### src/rtl/exec_control.sv
// Instruction sequencer: fetch/decode/execute FSM that owns pc, IR', the
// CARRY/SKIP flags and the retired-instruction counter.
module exec_control #(
  parameter logic [15:0] RESET_PC = 16'h0000
) (
  input  logic        clk,
  input  logic        reset,
  input  logic [15:0] memdata,
  input  logic        memvalid,
  output logic        fetchreq,
  output logic [15:0] pc,
  output logic [15:0] instruction,
  output logic        exec1,
  input  logic        carryout,
  input  logic        skipout,
  input  logic        carryen,
  input  logic        skipen,
  input  logic        wenout,
  output logic        carrystatus,
  output logic        skipstatus,
  output logic        regwen,
  output logic [15:0] instret
);

  typedef enum logic [1:0] {
    FETCH  = 2'd0,
    DECODE = 2'd1,
    EXEC1  = 2'd2
  } state_t;

  state_t      r_state;
  logic        r_fetchreq;
  logic        r_exec1;
  logic [15:0] r_pc;
  logic [15:0] r_ir;
  logic [15:0] r_instret;
  logic        r_carry;
  logic        r_skip;

  // fetchreq/exec1 are registered alongside the state so they never glitch.
  always_ff @(posedge clk) begin
    if (reset) begin
      r_state    <= FETCH;
      r_fetchreq <= 1'b1;
      r_exec1    <= 1'b0;
      r_pc       <= RESET_PC;
      r_ir       <= '0;
      r_instret  <= '0;
      r_carry    <= 1'b0;
      r_skip     <= 1'b0;
    end else begin
      case (r_state)
        FETCH: begin
          if (memvalid) begin
            r_ir       <= memdata;
            r_fetchreq <= 1'b0;
            r_state    <= DECODE;
          end
        end
        DECODE: begin
          if (r_skip) begin
            r_skip     <= 1'b0;
            r_pc       <= r_pc + 16'd1;
            r_fetchreq <= 1'b1;
            r_state    <= FETCH;
          end else begin
            r_exec1    <= 1'b1;
            r_state    <= EXEC1;
          end
        end
        EXEC1: begin
          if (carryen) r_carry <= carryout;
          if (skipen)  r_skip  <= skipout;
          r_pc       <= r_pc + 16'd1;
          r_instret  <= r_instret + 16'd1;
          r_exec1    <= 1'b0;
          r_fetchreq <= 1'b1;
          r_state    <= FETCH;
        end
        default: begin
          r_exec1    <= 1'b0;
          r_fetchreq <= 1'b1;
          r_state    <= FETCH;
        end
      endcase
    end
  end

  assign fetchreq    = r_fetchreq;
  assign exec1       = r_exec1;
  assign pc          = r_pc;
  assign instruction = r_ir;
  assign instret     = r_instret;
  assign carrystatus = r_carry;
  assign skipstatus  = r_skip;
  // Reset masks the write strobe immediately, before the state is cleared.
  assign regwen      = wenout & r_exec1 & ~reset;

endmodule

### config.mk
export PLATFORM = sky130hd
export DESIGN_NAME = exec_control
export DESIGN_NICKNAME = d
export VERILOG_FILES = /design/src/rtl/exec_control.sv
export SDC_FILE = /design/constraint.sdc
export NUM_CORES = 1
export LEC_CHECK = 0
export ABC_AREA = 1
export CAP_MARGIN = 40
export CORE_MARGIN = 5
export CORE_UTILIZATION = 40
export DETAILED_ROUTE_END_ITERATION = 8
export PLACE_DENSITY_LB_ADDON = 0.12
export SLEW_MARGIN = 20
export SYNTH_ARGS = -nofsm -noshare
export SYNTH_HDL_FRONTEND = slang
export SYNTH_SLANG_ARGS = --single-unit
### constraint.sdc
create_clock -name clk -period 3.43 [get_ports clk]
set_input_delay 0.343 -clock clk [delete_from_list [all_inputs] [get_ports clk]]
set_output_delay 0.343 -clock clk [all_outputs]
set_load 0.02 [all_outputs]
==> metrics <==
status=finished, final reports clean; final setup TNS=0 ps; Clock Tree Buf Depth=2; post-CTS sizing=0; Mapped Cells=346; Layout area overhead=37.1%; min Tclk post-route=2150 ps; starting density of the core=0.407; FF-to-FF path depth=5; Post-synth EDFFs=0; register area=1080 um^2; die area=7630 um^2; CTS Buf Count=5; Final period util=0.628; Vias/cell=4.68; Worst-Margin Slew=649 ps; Primary FF master, synth=dfxtp_1; CTS tree=done; fmax=464 MHz; DRT iter0 DRCs=155; Critical Path Start=reset; critical path peak fanout=13; slew margin rel.=0.567; Slew Limit Fails=0; Worst-Skew Late Latency=300 ps; syn_nets=372; nets@finish=447; switching power=0.294 mW; row count=28; register area share after synthesis=0.451; Setup crit end kind=output port; RePlAce Congestion=0.835; Worst Hold Margin=476 ps; Worst R2R End=instruction[10]$_SDFFE_PP0P_; first-pass GRT wire length=9900 um; WL per Instance=11.6 um; Die Span Y=87.4 um; Seq pwr share=0.573; Reg clk slew, reported paths=90 ps; clock sink count=54; Ports=77; grt total ovfl=0; Inserted Diodes=0; synthesized area per cell=6.92 um^2; crit path DAT=1810 ps; area occupied by multi-input gates=1120 um^2; Sw Share=0.254; power density over cell area=352 nW/um^2; total wire length=5750 um; power share of the clock group=0.292; crit path to=regwen; root cell of the clock tree=clkbuf_8; r2r setup slk=1750 ps; Final Skew=3.99 ps; Async S/R FF share, synth=0; post-DP HPWL=4270 um; initial antenna violation count=0; core area=5890 um^2; largest net degree at the start of global routing=44; layout cell share with drive strength beyond 1=0.0523; Hold/Removal Path Class=register to register; Initial DRT Pass Iterations=4; critical path type=input port to output port; max_cap viols=0; PortBufs=76; DRC=0; die extent in x=87.4 um; total internal power=0.863 mW; Setup-failing EPs final=0; filler cell count=593; vias after detailed routing=2,323; Total GRT Usage=0.160; number of global-route vias before repair=2,196; #FFs+latches synth=54; Worst Path Required=3090 ps; Yosys cell types=30; share of power burned in combinational logic=0.135; Leak Pwr=1.32 nW; Synthesis Warnings=0; H-tree Lvls=2; reg2reg start=r_state[0]$_SDFFE_PP0P_; Final Hold Viols=0; CTS Hold Buffers Added=0; crit start category=input port; area of the mapped netlist=2390 um^2; worst ir drop on vdd=0.178 mV; setup bufs post-CTS=0; RSZ-0062 raised after global routing=no; antenna-violating nets left=0
## how the worst min path moves through the flow
stage,start,endpoint,slack (ps),cells past startpoint
floorplan,reset,r_state[1]$_SDFFE_PP0P_,430,1
global placement,carrystatus$_SDFFE_PP0P_,carrystatus$_SDFFE_PP0P_,450,2
detailed placement,carrystatus$_SDFFE_PP0P_,carrystatus$_SDFFE_PP0P_,470,2
CTS,carrystatus$_SDFFE_PP0P_,carrystatus$_SDFFE_PP0P_,480,2
global route,carrystatus$_SDFFE_PP0P_,carrystatus$_SDFFE_PP0P_,510,2
finish,carrystatus$_SDFFE_PP0P_,carrystatus$_SDFFE_PP0P_,480,2
## layout make-up
cell class                      count  share of cell area
Multi-Input combinational cell    245               0.342
Inverter                           39              0.0446
Clock buffer                        5              0.0210
Clock inverter                      2             0.00305
Tap cell                           75              0.0286
Timing Repair Buffer               76               0.232
Sequential cell                    54               0.329
## through the flow
stage               instance area [um^2]  worst slack [ps]  instances  total power [mW]   util
floorplan                           2390              2020        346             0.757      -
finish                              3280              1280        496              1.16  0.558
global route                        3280              1170        496              1.22  0.558
CTS                                 3280              1250        496              1.18  0.558
detailed placement                  3210              1250        489             0.836  0.545
global placement                    3210               952        489             0.834  0.545
## cells in the mapped netlist, drive strengths merged (2+ instances only)
library cell / number / share of area
dfxtp: 54 / 0.45
ha: 2 / 0.010
buf: 4 / 0.011
nand3: 20 / 0.046
nor3: 3 / 0.0063
nand4: 7 / 0.018
xor2: 3 / 0.011
nand2: 73 / 0.12
inv: 39 / 0.061
a21oi: 17 / 0.037
nor2: 88 / 0.15
clkbuf: 4 / 0.0068
o21ai: 27 / 0.056
## cell families after synthesis
kind of cell | share of synthesized area
AND/OR/NAND/NOR | 0.341
flip-flops | 0.451
AO/OA/AOI/OAI | 0.107
buffers and inverters | 0.0794
XOR/XNOR | 0.0110
adder cells (fa/ha/maj) | 0.0104
## critical path, stage by stage
cell	delay, ps
clkdlybuf4s50_1	660
nor2_1	190
clkdlybuf4s50_1	620
## power groups by stage
stage               clock (mW)  sequential [mW]  combinational [mW]
finish                   0.338            0.663               0.156
global route             0.387            0.667               0.172
CTS                      0.354            0.664               0.159
detailed placement           0            0.678               0.158
global placement             0            0.677               0.157
floorplan                    0            0.703              0.0537
## layout by cell type (no fill, tap or decap), types with 2 or more instances in the layout
master           Yosys  routed
o21ai_0             26      26
nor2_2               2       2
nand3_2              2       2
nand3_1             18      18
nor3_1               3       3
inv_2                3       4
inv_1               36      35
nand2_1             70      70
nand4_1              7       7
clkinv_2             0       2
ha_1                 2       2
nor2_1              84      84
xor2_1               3       3
clkdlybuf4s50_1      0      76
clkbuf_8             0       5
dfxtp_1             54      54
a21oi_1             16      16
nand2_2              3       3
## layer usage
| layer | track usage | wire, um |
|---|---|---|
| met4 | 0.0335 | 49 |
| met2 | 0.272 | 2700 |
| met5 | 0 | 0 |
| met3 | 0.0388 | 252 |
| met1 | 0.207 | 2750 |
## state kept, by name, indices dropped and copies added, names as in the netlist
name,flops
fetchreq,1
skipstatus,1
carrystatus,1
r_state,2
exec1,1
instret,16
pc,16
instruction,16
(Power assumes the default switching activity.)
